<file path="src/rtl/seg7_scan_controller_if.sv">
// seg7_scan_controller_if: user-side data/load bus and display pin bundle for the 7-seg scanner
interface seg7_scan_controller_if #(
    parameter int NUM_DIGITS = 4
);
    logic [4*NUM_DIGITS-1:0] value;
    logic [NUM_DIGITS-1:0]   digit_en;
    logic [NUM_DIGITS-1:0]   dp_in;
    logic                    load;
    logic [NUM_DIGITS-1:0]   an;
    logic [6:0]              seg;
    logic                    dp;
    logic                    frame_done;

    modport master (
        output value, digit_en, dp_in, load,
        input  an, seg, dp, frame_done
    );

    modport slave (
        input  value, digit_en, dp_in, load,
        output an, seg, dp, frame_done
    );
endinterface

</file>
<file path="src/rtl/seg7_scan_controller.sv">
// seg7_scan_controller: common-anode 7-seg scanner with per-slot blanking and frame-synchronous commit; define SEG7_LZ_BLANK_EN for leading-zero suppression
module seg7_scan_controller #(
    parameter int NUM_DIGITS   = 4,
    parameter int REFRESH_DIV  = 100000,
    parameter int BLANK_CYCLES = 1000
) (
    input logic                   clk,
    input logic                   rst_n,
    seg7_scan_controller_if.slave bus
);
    localparam int CW = $clog2(REFRESH_DIV);
    localparam int IW = NUM_DIGITS > 1 ? $clog2(NUM_DIGITS) : 1;
    localparam int VW = 4 * NUM_DIGITS;
    localparam logic [CW-1:0] CNT_MAX = CW'(REFRESH_DIV - 1);
    localparam logic [IW-1:0] IDX_MAX = IW'(NUM_DIGITS - 1);
    localparam logic [0:0] BLANK = 1'b0;
    localparam logic [0:0] DRIVE = 1'b1;

    logic [CW-1:0]         cnt;
    logic [IW-1:0]         idx;
    logic [0:0]            state;
    logic [VW-1:0]         pend_value, act_value;
    logic [NUM_DIGITS-1:0] pend_en, pend_dp, act_en, act_dp;
    logic                  pend_valid;
    logic                  wrap, boundary, lz, lit;
    logic [3:0]            nib;
    logic [6:0]            glyph;

    assign wrap     = cnt == CNT_MAX;
    assign boundary = wrap && idx == IDX_MAX;

    // Slot counter, digit index and BLANK/DRIVE state; state tracks the counter value it accompanies
    always_ff @(posedge clk or negedge rst_n) begin
        if (!rst_n) begin
            cnt   <= '0;
            idx   <= '0;
            state <= BLANK;
        end else begin
            cnt   <= wrap ? '0 : cnt + 1'b1;
            if (wrap) idx <= idx == IDX_MAX ? '0 : idx + 1'b1;
            state <= (wrap || int'(cnt) + 1 < BLANK_CYCLES) ? BLANK : DRIVE;
        end
    end

    // Pending/active double buffer: loads land in pending, a load on the boundary goes straight to active
    always_ff @(posedge clk or negedge rst_n) begin
        if (!rst_n) begin
            pend_value <= '0;
            pend_en    <= '0;
            pend_dp    <= '0;
            pend_valid <= 1'b0;
            act_value  <= '0;
            act_en     <= '0;
            act_dp     <= '0;
        end else if (boundary) begin
            pend_valid <= 1'b0;
            if (bus.load) begin
                act_value <= bus.value;
                act_en    <= bus.digit_en;
                act_dp    <= bus.dp_in;
            end else if (pend_valid) begin
                act_value <= pend_value;
                act_en    <= pend_en;
                act_dp    <= pend_dp;
            end
        end else if (bus.load) begin
            pend_value <= bus.value;
            pend_en    <= bus.digit_en;
            pend_dp    <= bus.dp_in;
            pend_valid <= 1'b1;
        end
    end

    // Current nibble, suppression and whether this cycle actually drives an anode
    always_comb begin
        nib = act_value[4*idx +: 4];
`ifdef SEG7_LZ_BLANK_EN
        lz  = idx != '0 && (act_value >> {idx, 2'b00}) == '0;
`else
        lz  = 1'b0;
`endif
        lit = state == DRIVE && act_en[idx] && !lz;
    end

    // Active-low hex glyph table, segments ordered {g,f,e,d,c,b,a}
    always_comb begin
        glyph = 7'h7F;
        case (nib)
            4'h0: glyph = 7'b1000000;
            4'h1: glyph = 7'b1111001;
            4'h2: glyph = 7'b0100100;
            4'h3: glyph = 7'b0110000;
            4'h4: glyph = 7'b0011001;
            4'h5: glyph = 7'b0010010;
            4'h6: glyph = 7'b0000010;
            4'h7: glyph = 7'b1111000;
            4'h8: glyph = 7'b0000000;
            4'h9: glyph = 7'b0010000;
            4'hA: glyph = 7'b0001000;
            4'hB: glyph = 7'b0000011;
            4'hC: glyph = 7'b1000110;
            4'hD: glyph = 7'b0100001;
            4'hE: glyph = 7'b0000110;
            4'hF: glyph = 7'b0001110;
        endcase
    end

    // Registered pin drive; anything not lit is fully dark
    always_ff @(posedge clk or negedge rst_n) begin
        if (!rst_n) begin
            bus.an         <= '1;
            bus.seg        <= 7'h7F;
            bus.dp         <= 1'b1;
            bus.frame_done <= 1'b0;
        end else begin
            bus.an         <= lit ? ~(NUM_DIGITS'(1) << idx) : '1;
            bus.seg        <= lit ? glyph : 7'h7F;
            bus.dp         <= lit ? ~act_dp[idx] : 1'b1;
            bus.frame_done <= boundary;
        end
    end
endmodule

</file>
<file path="src/flat_wrapper.sv">
// flat-port wrapper written by rule: the top's interface ports become plain ports
module seg7_scan_controller_flat 
#(
    parameter int NUM_DIGITS   = 4,
    parameter int REFRESH_DIV  = 100000,
    parameter int BLANK_CYCLES = 1000
)
  (clk, rst_n, bus_value, bus_digit_en, bus_dp_in, bus_load, bus_an, bus_seg, bus_dp, bus_frame_done);
  seg7_scan_controller_if #(.NUM_DIGITS(NUM_DIGITS)) bus_i ();
  input logic clk;
  input logic rst_n;
  input wire logic [$bits(bus_i.value)-1:0] bus_value;
  input wire logic [$bits(bus_i.digit_en)-1:0] bus_digit_en;
  input wire logic [$bits(bus_i.dp_in)-1:0] bus_dp_in;
  input wire logic [$bits(bus_i.load)-1:0] bus_load;
  output wire logic [$bits(bus_i.an)-1:0] bus_an;
  output wire logic [$bits(bus_i.seg)-1:0] bus_seg;
  output wire logic [$bits(bus_i.dp)-1:0] bus_dp;
  output wire logic [$bits(bus_i.frame_done)-1:0] bus_frame_done;
  assign bus_i.value = bus_value;
  assign bus_i.digit_en = bus_digit_en;
  assign bus_i.dp_in = bus_dp_in;
  assign bus_i.load = bus_load;
  assign bus_an = bus_i.an;
  assign bus_seg = bus_i.seg;
  assign bus_dp = bus_i.dp;
  assign bus_frame_done = bus_i.frame_done;
  seg7_scan_controller #(.NUM_DIGITS(NUM_DIGITS), .REFRESH_DIV(REFRESH_DIV), .BLANK_CYCLES(BLANK_CYCLES)) u_core (.clk(clk), .rst_n(rst_n), .bus(bus_i));
endmodule
</file>
<file path="config.mk">
export PLATFORM = sky130hd
export DESIGN_NAME = seg7_scan_controller_flat
export DESIGN_NICKNAME = d
export VERILOG_FILES = /design/src/rtl/seg7_scan_controller_if.sv /design/src/rtl/seg7_scan_controller.sv /design/src/flat_wrapper.sv
export SDC_FILE = /design/constraint.sdc
export NUM_CORES = 1
export LEC_CHECK = 0
export ABC_AREA = 1
export CAP_MARGIN = 15
export CORE_MARGIN = 8
export CORE_UTILIZATION = 50
export DETAILED_ROUTE_END_ITERATION = 8
export DONT_BUFFER_PORTS = 1
export SETUP_SLACK_MARGIN = 0.05
export SLEW_MARGIN = 10
export SYNTH_ARGS = -nofsm -noshare
export SYNTH_HDL_FRONTEND = slang
export SYNTH_SLANG_ARGS = --single-unit
export TNS_END_PERCENT = 1
</file>
<file path="constraint.sdc">
create_clock -name clk -period 2.1 [get_ports clk]
set_input_delay 0.42 -clock clk [delete_from_list [all_inputs] [get_ports clk]]
set_output_delay 0.42 -clock clk [all_outputs]
set_load 0.02 [all_outputs]
</file>
Word-level counts from Yosys, hierarchy flattened
Memories as Yosys holds them, arrays and structs flattened.
Cells that the tools add are included.
Storage, ports and cells
  logic and storage cells: 52
  memories: 1
  bits in writable memories: 0
  bits in read-only memories: 112
  bits in latches: 0
  input bits: 27
  register bits after elaboration: 82
Memory list
  (no name shown): depth 16, bits a word 7, rd ports 1, clocked after Yosys merged registers in 0, wr ports 0, line seg7_scan_controller.sv:88  | case (nib)
Operators by class
  $lt $le $gt $ge: 2
  reduce and logical (&&, ||, !) cells: 7
  shift operators: 2
  add/subtract/negate cells: 3
  bitwise operators: 3
  multiply operators: 0
  divide/modulo/power cells: 0
  muxes and demuxes: 18
  eq/ne operators: 2
Operators by type and width (count)
  < comparator 32 x 11 -> 1 bit, second input constant: 1
  two-way mux 16 bit: 2
  two-way mux 4 bit: 5
  adder 17 x 1 -> 18 bit, second input constant: 1
  adder 17 x 1 -> 17 bit, second input constant: 1
  equality test 17 bit, second input constant: 1
  two-way mux 17 bit: 1
  indexed part select 16 x 5 -> 4 bit: 1
  two-way mux 7 bit: 1
  two-way mux 1 bit: 6
  binary-select mux 1 bit (select 2 bit): 2
  NOT 4 bit: 1
  AND reduction 2 bit: 2
  nonzero test 2 bit: 2
  left shift 1 x 2 -> 4 bit, first input constant: 1
  < comparator 2 x 3 -> 1 bit, second input constant: 1
  adder 2 x 1 -> 2 bit, second input constant: 1
  equality test 2 bit, second input constant: 1
  logical AND 1 bit: 2
  two-way mux 2 bit: 1
  NOT 1 bit: 2
  logical OR 1 bit: 1

Depth between registers and ports, before layout
  depth in word-level cells: 4
  mapped depth: 13

Worst setup path before layout
No wires, ideal clock.
  kind: reg2reg
  start point: reg u_core.idx[0]
  end point: reg u_core.bus.seg[6]
  period minus slack after synthesis: 1.847 ns
  data arrival time: 1.782 ns
  library setup time: 0.065 ns
  stages on the path, launching flop included: 13
  slack: 0.253 ns
  path through: dfrtp_1 > clkbuf_1 > clkbuf_1 > a21oi_1 > o21ai_0 > nand2_1 > inv_1 > ha_1 > inv_1 > nor2_1 > o21bai_1 > nand2_1 > nand3_1
Between the ends
  longest elaborated chain between the ends: 4
RTL lines
  start, declared: line seg7_scan_controller.sv:20  | logic [IW-1:0] idx;
  start signal, assigned: line seg7_scan_controller.sv:40  | if (wrap) idx <= idx == IDX_MAX ? '0 : idx + 1'b1;
  parallel branches: the longest is 3 deep, another holds memory (16 x 7 bit)
  two-way mux 7 bit (*): line seg7_scan_controller.sv:117  | bus.seg <= lit ? glyph : 7'h7F;
  end signal, assigned: line seg7_scan_controller.sv:117
  end, declared: line seg7_scan_controller_if.sv:21  | output an, seg, dp, frame_done
Mark *: on every way between the ends. The select of a mux whose other input is x is not followed.
A chain may end at the register's enable or synchronous reset.

Worst setup path after layout
  start point: reg u_core.cnt[0]
  end point: reg u_core.state
Between the ends
  longest elaborated chain between the ends: 4
RTL lines
  start, declared: line seg7_scan_controller.sv:19  | logic [CW-1:0] cnt;
  start signal, assigned: line seg7_scan_controller.sv:39  | cnt <= wrap ? '0 : cnt + 1'b1;
  adder 17 x 1 -> 18 bit: line seg7_scan_controller.sv:41  | state <= (wrap || int'(cnt) + 1 < BLANK_CYCLES) ? BLANK : DRIVE;
  < comparator 32 x 11 -> 1 bit: line seg7_scan_controller.sv:41
  logical OR 1 bit (*): line seg7_scan_controller.sv:41
  two-way mux 1 bit (*): line seg7_scan_controller.sv:41
  end signal, assigned: line seg7_scan_controller.sv:41
  end, declared: line seg7_scan_controller.sv:21  | logic [0:0] state;
Every way passes the cells marked *; elsewhere a longest branch is shown, timed or not.

==> metrics.md <==
| Metric | Value |
|---|---|
| Met3 usage | 0.0275 |
| Vias per cell | 4.99 |
| Inst Count DP | 630 |
| Most frequent cells in the layout | nand2_1 (152), inv_1 (79), dfrtp_1 (70), o21ai_0 (67), nor2_1 (41) |
| Drt pass-1 iters | 4 |
| # IOs | 40 |
| Pleak | 2.24 nW |
| Filler cells | 788 |
| Vias in the first global route | 3041 |
| Async SR Flop Fraction | 1.00 |
| Max Cap Viol | 0 |
| Post_cts resized | 0 |
| Worst Path Arrival | 2.10 ns |
| Via count | 3222 |
| # clock sinks | 82 |
| Clock root buffer master | clkbuf_8 |
| Top Usage Layer GRT | met2 |
| VDD IR max | 0.000422 V |
| Failing checks | hold timing |
| First-pass GRT wire length | 14600 µm |
| Gp weighted congestion | 0.882 |
| Placement Cell Area | 4290 µm² |
| Post-synthesis cell area | 4190 µm² |
| Final layout net count | 574 |
| DP HPWL | 6160 µm |
| 1st-iter DRT viols | 154 |
| Syn Area/Cell | 7.80 µm² |
| DR WL/cell | 13.3 µm |
| H-tree Lvls | 3 |
| Post-synth EDFFs | 0 |
| TritonCTS Buffers | 9 |
| Setup Skew | 0.0131 ns |
| WP data required | 2.33 ns |
| GRT Total Usage | 0.156 |
| DIE HEIGHT | 108 µm |
| Worst-path maximum fanout | 4 |
| Pwr/cell area | 699 nW/µm² |
| Worst setup SP type | flop |
| Skew-Pair Late Insertion Delay | 0.35 ns |
| Worst slew pin tran | 0.400 ns |
| N_diodes | 0 |
| Slew headroom | 0.730 |
| # rows | 33 |
| Hold Crit Class | in -> async |
| Finished Layout Cells | 646 |
| Largest buffer count on any clock path | 2 |
| Met2 Track Usage GR | 0.237 |
| Status | finished with violations |
| Yosys reg bits | 82 |
| Setup_tns | 0 ns |
| Synth Flop Type | dfrtp_1 |
| CTS tree | yes |
| RSZ-0062 raised after global routing | no |
| Sequential area share after synthesis | 0.493 |
| Net count after synthesis | 575 |
| Area of the die | 11600 µm² |
| Number of antenna violations at the first check in global routing | 0 |
| Setup Crit Path Kind | reg -> reg |
| Setup crit end kind | flop |
| Max Freq | 0.534 GHz |
| Area Growth Syn to Fin | 7.79% |
| Final antenna-violating net count | 0 |
| DRC viols | 0 |
| Layout cells sized above 1 | 0.0943 |
| Ys Warns | 0 |
| Setup violators final | 0 |
| Final wirelength | 8580 µm |
| Setup bufs post-CTS | 0 |
| Initial Utilization | 0.513 |
| Min Tclk post-route | 1.87 ns |
| Post-route cell area | 4520 µm² |
| Cells after Synth | 537 |
| I/O Buffers | 0 |
| Final hold vios | 82 |
| Tcrit/Tclk final | 0.891 |
| Commonest non-fill, non-tap cell in the layout | nand2_1 |
| Final core occ | 0.552 |
| Hold slack | -0.239 ns |
| Clock transition at path regs | 0.08 ns |
| Die width | 108 µm |
| Largest net degree at the start of global routing | 83 |
| Synth cell types | 32 |
| Area of the core | 8180 µm² |
| Total grt overflow | 0 |
| Max Slew Vio Count | 0 |
| GR Layer Usage met1 | 0.212 |
==> where the power goes <==
group | switching (mW) | total [mW] | internal [mW]
Clock | 0.581 | 1.29 | 0.704
Combinational | 0.108 | 0.179 | 0.0707
Sequential | 0.0430 | 1.69 | 1.65
==> worst max-delay path: stages (launching register included) <==
cell	delay (ns)
dfrtp_1	0.38
ha_1	0.21
nand2_1	0.11
nor2_1	0.26
nand2_1	0.16
inv_1	0.10
nand2_1	0.05
nand2_1	0.07
nand2_1	0.05
nor2_1	0.12
nand2_1	0.07
nor2_1	0.12
nor2_1	0.06
==> cell type report <==
class | instances | area, µm² | share of cell area
clock buffers | 10 | 138 | 0.0305
clock inverters | 6 | 88.8 | 0.0197
inverters | 84 | 315 | 0.0698
multi-input cells | 350 | 1680 | 0.373
flip-flops and latches | 82 | 2070 | 0.458
well taps | 105 | 131 | 0.0291
repair buffers | 9 | 92.6 | 0.0205
==> cell families (layout without fill, tap and decap cells) <==
group / after synthesis / after routing / share of synthesized area
muxes: 1 / 1 / 0.00239
and+or+nand+nor: 238 / 238 / 0.238
xor gates and xnor gates: 3 / 3 / 0.00627
AOI/OAI and AO/OA: 97 / 97 / 0.122
adders and majority gates: 11 / 11 / 0.0328
DFF: 82 / 82 / 0.493
buffers and inverters: 105 / 109 / 0.105
==> synth_stat cells, types with 2 or more instances <==
cell type  number  area share
dfrtp_1        70        0.42
nand3b_1        3      0.0054
nand3_1        27       0.032
nand2_1       152        0.14
o21ai_1        16       0.019
inv_1          79       0.071
buf_2           3      0.0036
nor2_1         41       0.037
nor2_4          2      0.0054
ha_1           11       0.033
o21ai_2         4      0.0084
nand4_1         7       0.010
clkbuf_1       12       0.011
dfstp_2        12       0.075
a21oi_1         5      0.0060
xor2_1          2      0.0042
buf_6           5       0.013
nand2_2         2      0.0030
inv_2           5      0.0045
o21ai_0        67       0.080
==> through the flow <==
stage | power [mW] | setup slack [ns]
finish | 3.16 | 0.228
global route | 3.30 | 0.0799
CTS | 3.20 | 0.228
detailed placement | 1.90 | 0.246
global placement | 1.90 | 0.272
floorplan | 1.87 | 0.253
==> metal layers <==
metal | share of wire | vias up
met5 | 0 | -
met4 | 0.0083 | 0
met3 | 0.024 | 6
met2 | 0.46 | 42
met1 | 0.51 | 1496
li1 | - | 1678
==> worst paths after layout <==
check / startpoint / endpoint / slack (ns) / cells past startpoint
setup / recovery: u_core.cnt[0] / u_core.state / 0.23 / 12
hold / removal: rst_n / u_core.cnt[14] / -0.24 / 0
setup reg to reg: u_core.cnt[0] / u_core.state / 0.23 / 12
hold reg to reg: u_core.cnt[0] / u_core.cnt[0] / 0.46 / 1
max in group asynchronous: rst_n / u_core.bus.dp / 2.15 / 0
min in group clk: bus_value[12] / u_core.pend_value[12] / 0.22 / 2
==> sequential cells by signal (all words and copies together) (netlist names) <==
name                   cells
u_core.pend_en             4
u_core.idx                 2
u_core.act_en              4
u_core.bus.dp              1
u_core.cnt                17
u_core.act_dp              4
u_core.act_value          16
u_core.state               1
u_core.bus.seg             7
u_core.bus.frame_done      1
u_core.pend_dp             4
u_core.pend_valid          1
u_core.pend_value         16
u_core.bus.an              4
Note: power is estimated with default switching activity, not from simulation.
